## src/rtl/key_step_counter_if.sv

```systemverilog
// key_step_counter_if: groups the pushbutton-side inputs and the count-side
// outputs of key_step_counter into one bundle.
//
// Handshake: step is the valid qualifier for count. It is high for exactly one
// cycle after count has been written, and that cycle's count is the new value.
// There is no ready: the consumer (the 7-segment decoder) always accepts.
// key_n, up_down, enable and clr are level inputs with no handshake.
// dbg_state exposes the debounce FSM state for observation only.
interface key_step_counter_if #(
  parameter int WIDTH = 3
);
  logic             key_n;
  logic             up_down;
  logic             enable;
  logic             clr;
  logic [WIDTH-1:0] count;
  logic             step;
  logic             busy;
  logic [1:0]       dbg_state;

  modport master (
    output key_n, up_down, enable, clr,
    input  count, step, busy, dbg_state
  );

  modport slave (
    input  key_n, up_down, enable, clr,
    output count, step, busy, dbg_state
  );
endinterface

```

## src/rtl/key_step_counter.sv

```systemverilog
// key_step_counter: debounced pushbutton that steps a WIDTH-bit up/down count.
// The raw key passes a 2-flop synchronizer, then a 4-state FSM accepts a press
// only after DEBOUNCE_CYCLES stable cycles. Each accepted press steps the count
// once (no auto-repeat); step pulses for one cycle after every count write.
// Optional build macro KEY_STEP_COUNTER_SATURATE_EN: count saturates at its
// limits instead of wrapping (a saturated press gives no step pulse).
module key_step_counter #(
  parameter int WIDTH           = 3,
  parameter int DEBOUNCE_CYCLES = 500000
) (
  input  logic            clk,
  input  logic            reset_n,
  key_step_counter_if.slave bus
);

  localparam int                DCNT_W   = $clog2(DEBOUNCE_CYCLES);
  localparam logic [DCNT_W-1:0] DCNT_MAX = DCNT_W'(DEBOUNCE_CYCLES - 1);
  localparam logic [WIDTH-1:0]  CNT_MAX  = {WIDTH{1'b1}};
  localparam logic [WIDTH-1:0]  CNT_ONE  = WIDTH'(1);

  typedef enum logic [1:0] {
    IDLE        = 2'd0,
    DEB_PRESS   = 2'd1,
    HELD        = 2'd2,
    DEB_RELEASE = 2'd3
  } state_t;

  state_t            state_q, state_d;
  logic [DCNT_W-1:0] dcnt_q, dcnt_d;
  logic [1:0]        sync_q;
  logic              key_s;
  logic              confirm;
  logic [WIDTH-1:0]  count_q, count_nx;
  logic              step_q;

  assign key_s = sync_q[1];

  // Two-flop synchronizer; resets to the released (high) level.
  always_ff @(posedge clk) begin
    if (!reset_n) begin
      sync_q <= 2'b11;
    end else begin
      sync_q <= {sync_q[0], bus.key_n};
    end
  end

  // FSM state and debounce counter registers.
  always_ff @(posedge clk) begin
    if (!reset_n) begin
      state_q <= IDLE;
      dcnt_q  <= '0;
    end else begin
      state_q <= state_d;
      dcnt_q  <= dcnt_d;
    end
  end

  // Next-state logic; confirm marks the single press-accept edge.
  always_comb begin
    state_d = state_q;
    dcnt_d  = dcnt_q;
    confirm = 1'b0;
    case (state_q)
      IDLE: begin
        if (!key_s) begin
          state_d = DEB_PRESS;
          dcnt_d  = '0;
        end
      end
      DEB_PRESS: begin
        if (key_s) begin
          state_d = IDLE;
          dcnt_d  = '0;
        end else if (dcnt_q == DCNT_MAX) begin
          state_d = HELD;
          confirm = 1'b1;
        end else begin
          dcnt_d = dcnt_q + DCNT_W'(1);
        end
      end
      HELD: begin
        if (key_s) begin
          state_d = DEB_RELEASE;
          dcnt_d  = '0;
        end
      end
      DEB_RELEASE: begin
        if (!key_s) begin
          state_d = HELD;
        end else if (dcnt_q == DCNT_MAX) begin
          state_d = IDLE;
        end else begin
          dcnt_d = dcnt_q + DCNT_W'(1);
        end
      end
      default: begin
        state_d = IDLE;
        dcnt_d  = '0;
      end
    endcase
  end

  // Candidate count for a confirmed press in the sampled direction.
  always_comb begin
    count_nx = count_q;
`ifdef KEY_STEP_COUNTER_SATURATE_EN
    if (bus.up_down) begin
      if (count_q != CNT_MAX) count_nx = count_q + CNT_ONE;
    end else begin
      if (count_q != '0) count_nx = count_q - CNT_ONE;
    end
`else
    if (bus.up_down) begin
      count_nx = count_q + CNT_ONE;
    end else begin
      count_nx = count_q - CNT_ONE;
    end
`endif
  end

  // Count register and step pulse; clr takes priority over a press.
  always_ff @(posedge clk) begin
    if (!reset_n) begin
      count_q <= '0;
      step_q  <= 1'b0;
    end else begin
      step_q <= 1'b0;
      if (bus.clr) begin
        count_q <= '0;
        step_q  <= 1'b1;
      end else if (confirm && bus.enable && (count_nx != count_q)) begin
        count_q <= count_nx;
        step_q  <= 1'b1;
      end
    end
  end

  assign bus.count     = count_q;
  assign bus.step      = step_q;
  assign bus.busy      = (state_q == DEB_PRESS) || (state_q == DEB_RELEASE);
  assign bus.dbg_state = state_q;

endmodule

```

## src/flat_wrapper.sv

```systemverilog
// flat-port wrapper written by rule: the top's interface ports become plain ports
module key_step_counter_flat 
#(
  parameter int WIDTH           = 3,
  parameter int DEBOUNCE_CYCLES = 500000
)
  (clk, reset_n, bus_key_n, bus_up_down, bus_enable, bus_clr, bus_count, bus_step, bus_busy, bus_dbg_state);
  key_step_counter_if #(.WIDTH(WIDTH)) bus_i ();
  input  logic clk;
  input  logic reset_n;
  input wire logic [$bits(bus_i.key_n)-1:0] bus_key_n;
  input wire logic [$bits(bus_i.up_down)-1:0] bus_up_down;
  input wire logic [$bits(bus_i.enable)-1:0] bus_enable;
  input wire logic [$bits(bus_i.clr)-1:0] bus_clr;
  output wire logic [$bits(bus_i.count)-1:0] bus_count;
  output wire logic [$bits(bus_i.step)-1:0] bus_step;
  output wire logic [$bits(bus_i.busy)-1:0] bus_busy;
  output wire logic [$bits(bus_i.dbg_state)-1:0] bus_dbg_state;
  assign bus_i.key_n = bus_key_n;
  assign bus_i.up_down = bus_up_down;
  assign bus_i.enable = bus_enable;
  assign bus_i.clr = bus_clr;
  assign bus_count = bus_i.count;
  assign bus_step = bus_i.step;
  assign bus_busy = bus_i.busy;
  assign bus_dbg_state = bus_i.dbg_state;
  key_step_counter #(.WIDTH(WIDTH), .DEBOUNCE_CYCLES(DEBOUNCE_CYCLES)) u_core (.clk(clk), .reset_n(reset_n), .bus(bus_i));
endmodule
```

## config.mk

```make
export PLATFORM = sky130hd
export DESIGN_NAME = key_step_counter_flat
export DESIGN_NICKNAME = d
export VERILOG_FILES = /design/src/rtl/key_step_counter_if.sv /design/src/rtl/key_step_counter.sv /design/src/flat_wrapper.sv
export SDC_FILE = /design/constraint.sdc
export NUM_CORES = 1
export LEC_CHECK = 0
export BUFFER_PORTS_ARGS = -buffer_cell sky130_fd_sc_hd__buf_2
export CAP_MARGIN = 15
export CORE_MARGIN = 10
export CORE_UTILIZATION = 58
export DETAILED_ROUTE_END_ITERATION = 10
export GPL_TIMING_DRIVEN = 0
export PLACE_DENSITY = 0.78
export SKIP_CTS_REPAIR_TIMING = 1
export SLEW_MARGIN = 20
export SYNTH_ARGS = -nofsm -noshare
export SYNTH_HDL_FRONTEND = slang
export SYNTH_SLANG_ARGS = --single-unit
```

## constraint.sdc

```tcl
create_clock -name clk -period 2.33 [get_ports clk]
set_clock_uncertainty 0.15 [all_clocks]
set_input_delay 0.1165 -clock clk [delete_from_list [all_inputs] [get_ports clk]]
set_output_delay 0.1165 -clock clk [all_outputs]
set_load 0.01 [all_outputs]
```

==> run metrics <==
status complete, no violations; area of the mapped netlist 0.001590 mm²; hold depth 3; capturing point of the worst reg2reg path u_core.bus.dbg_state[0]$_SDFFE_PN0P_; # IOs 13; Data required, critical path 2.43 ns; normalized max-slew margin 0.5437; Final Routed Wirelength 3.792 mm; chip width 72.36 µm; WP data arrival about 2.3 ns; clock insertion delay at the later pin of the skew report 0.33 ns; Ys Warns 0; R2R Setup Slk 0.11 ns; Fin Setup TNS 0 ns; Clock power frac 0.288; cell count after synthesis 196; total power divided by cell area 423.5 mW/mm²; nets@finish 224; Logic pwr share 0.076; Layout area overhead 9.677%; Num CTS Buffers 3; dpl hpwl 2.832 mm; sink of the worst hold path u_core.bus.count[2]$_SDFFE_PP0P_; total gr overflow 0; Initial Util 0.6249; Routed Antenna Nets 0; ys async rst share 0; Switching Share 0.2465; sequential area share after synthesis 0.3399; total global-route track usage 0.1421; post-DR vias/cell 6.363; worst-path maximum fanout 10; first-pass GRT wire length ~6.3 mm; Sequential Power Share 0.636; fmax 449.5 MHz; RD Place Congestion around 0.87; die area 0.005236 mm²; Reg clk slew, reported paths 0.15 ns; Crit Path Category reg2reg; die height 72.36 µm; number of synthesized flops with an enable pin 0; Pins Over Slew Limit 0; Avg Inst Size Synth roughly 8.1 µm²; FF-to-FF Start u_core.dcnt_q[7]$_SDFFE_PN0P_; synthesis-stage register bit count 27; NetSw 182.1 µW; maxcap violations 0; RSZ-0062 raised after global routing no; diodes inserted 0; design area about 0.0017 mm²; Detailed Route Iter0 Violations 168; Port Buffer Count 12; critical path capture point type flop; Slew @ Worst Pin between 0.6 and 0.7 ns; largest net degree at the start of global routing 15; TritonCTS clock tree built; drt drc 0; Syn Nets 204; Core ar. 0.002545 mm²; Final setup viols 0; Slowest-stage cell, CP nor4b_1; Setup crit start kind flop; CP max stage delay 0.57 ns; maximum vdd drop between 0.4 and 0.5 mV; Routed WL per cell 15.48 µm; Synth cell types 51; Int Pwr 556.6 µW; First-pass DRT Iterations 4; vias in the first global route around 1.4k; Final Hold Vio Count 0; Top FF cell, synth dfxtp_1; Hold Path Class in2reg; CP dominant cell by count and3_1; initial antenna violation count 0; Max clock buf depth 2; final worst-path cycle share 0.9547; worst hold start bus_up_down; share of post-route cells with drive strength above 1 0.1302; row cnt 18; cells along the critical path nor4b_1 -> and3_1 -> clkbuf_1 -> buf_4 -> nand3_1 -> and3_1; Lkg Pwr 0.0006248 µW; CTS Root Cell clkbuf_4; R2R cell count 6; # H-tree levels 1; CTS sink cnt 27; via count 1559; post-layout minimum cycle time between 2 and 2.5 ns; Placed Area roughly 0.0017 mm²
==> power groups by stage <==
stage / Sequential (µW) / Combinational [µW] / Clock [µW]
4_1_cts: 470 / 51.3 / 207
3_5_place_dp: 480 / 51.0 / 0
3_3_place_gp: 480 / 48.8 / 0
6_report: 470 / 56.0 / 213
2_1_floorplan: 480 / 33.2 / 0
5_1_grt: 471 / 61.5 / 225
==> sequential cells by signal, indices dropped and copies added, names as in the netlist, named ones only <==
register              flops
u_core.sync_q             2
u_core.dcnt_q            19
u_core.bus.count          3
u_core.bus.dbg_state      1
u_core.bus.step           1
==> final cells by class <==
cell class	count	area (µm²)
multi-input cells	153	980.9
fillers	196	800.8
flip-flops and latches	27	540.5
repair buffers	15	90.09
plain buffers	12	53.80
well taps	30	37.54
clock buffers	4	26.28
inverters	4	15.01
==> metrics by stage <==
step / std cells / hold slack (ns) / utilization / worst slack [ns] / total power, µW
floorplan: 196 / 0.06797 / - / 0.4051 / 513.3
global placement: 238 / 0.1500 / 0.6632 / 0.2197 / 528.7
detailed placement: 238 / 0.1496 / 0.6632 / 0.1664 / 531.0
CTS: 242 / -0.1923 / 0.6736 / 0.1691 / 728.5
global route: 245 / 0.09639 / 0.6853 / 0.001485 / 757.6
finish: 245 / 0.05692 / 0.6853 / 0.1055 / 738.7
==> critical path, delay by kind of cell (launching register included) <==
kind	cells	cell delay, ns
and+or+nand+nor	4	1.15
buffers and inverters	2	0.42
DFF	1	0.42
==> cells by family after synthesis <==
logic type | share of synthesized area
and+or+nand+nor | 0.3399
buffers and inverters | 0.04327
AOI/OAI and AO/OA | 0.1975
adders and majority gates | 0.02046
xor gates and xnor gates | 0.02754
muxes | 0.03147
DFF | 0.3399
==> routing by layer <==
layer / up-vias / GRT usage / part of all wire
met5: - / 0 / 0
met4: 0 / 0.03656 / 0.011
met3: 7 / 0.03265 / 0.072
met2: 50 / 0.2187 / 0.48
met1: 734 / 0.1934 / 0.44
li1: 768 / - / -
==> Yosys cell counts (2+ instances only) <==
library cell | instances | share of area
o211a_1 | 2 | 0.013
xnor2_1 | 4 | 0.022
nor4_1 | 3 | 0.012
o221a_2 | 2 | 0.014
nand3_1 | 21 | 0.066
dfxtp_1 | 27 | 0.34
a211oi_1 | 3 | 0.014
nand2b_1 | 9 | 0.035
and2_1 | 2 | 0.0079
o211ai_1 | 4 | 0.019
nand2_1 | 27 | 0.064
nand3b_1 | 2 | 0.0094
or2_2 | 2 | 0.0079
nor4b_1 | 2 | 0.011
nor2_1 | 5 | 0.012
inv_1 | 4 | 0.0094
a31oi_1 | 3 | 0.012
mux2i_1 | 5 | 0.031
and3_1 | 6 | 0.024
o21ai_0 | 8 | 0.025
buf_2 | 3 | 0.0094
o311ai_0 | 4 | 0.022
nor3_1 | 5 | 0.016
a21oi_1 | 9 | 0.028
a2111o_1 | 2 | 0.014
clkbuf_1 | 7 | 0.017
==> cell usage in the layout (no fill, tap or decap), types with 2 or more instances in the layout <==
cell | netlist | final
nand2_1 | 27 | 27
dfxtp_1 | 27 | 27
nand3_1 | 21 | 21
buf_2 | 3 | 15
nand2b_1 | 9 | 9
a21oi_1 | 9 | 9
clkbuf_1 | 7 | 8
o21ai_0 | 8 | 8
and3_1 | 6 | 6
mux2i_1 | 5 | 5
nor2_1 | 5 | 5
nor3_1 | 5 | 5
inv_1 | 4 | 4
o211ai_1 | 4 | 4
xnor2_1 | 4 | 4
a211oi_1 | 3 | 3
a31oi_1 | 3 | 3
o311ai_0 | 4 | 3
nor4_1 | 3 | 3
clkbuf_4 | 0 | 3
dlygate4sd3_1 | 0 | 3
nand3b_1 | 2 | 2
o211a_1 | 2 | 2
nor4b_1 | 2 | 2
and2_1 | 2 | 2
or2_2 | 2 | 2
a2111o_1 | 2 | 2
o221a_2 | 2 | 2
==> worst max path at each step <==
stage,from,end,depth (start not counted)
floorplan,u_core.dcnt_q[0]$_SDFFE_PN0P_,u_core.dcnt_q[16]$_SDFFE_PN0P_,5
global placement,u_core.dcnt_q[0]$_SDFFE_PN0P_,u_core.dcnt_q[16]$_SDFFE_PN0P_,5
detailed placement,u_core.dcnt_q[0]$_SDFFE_PN0P_,u_core.dcnt_q[16]$_SDFFE_PN0P_,5
CTS,u_core.dcnt_q[0]$_SDFFE_PN0P_,u_core.dcnt_q[16]$_SDFFE_PN0P_,5
global route,u_core.dcnt_q[0]$_SDFFE_PN0P_,u_core.bus.dbg_state[0]$_SDFFE_PN0P_,7
finish,u_core.dcnt_q[7]$_SDFFE_PN0P_,u_core.bus.dbg_state[0]$_SDFFE_PN0P_,6
Power figures use the tool's default switching activity.
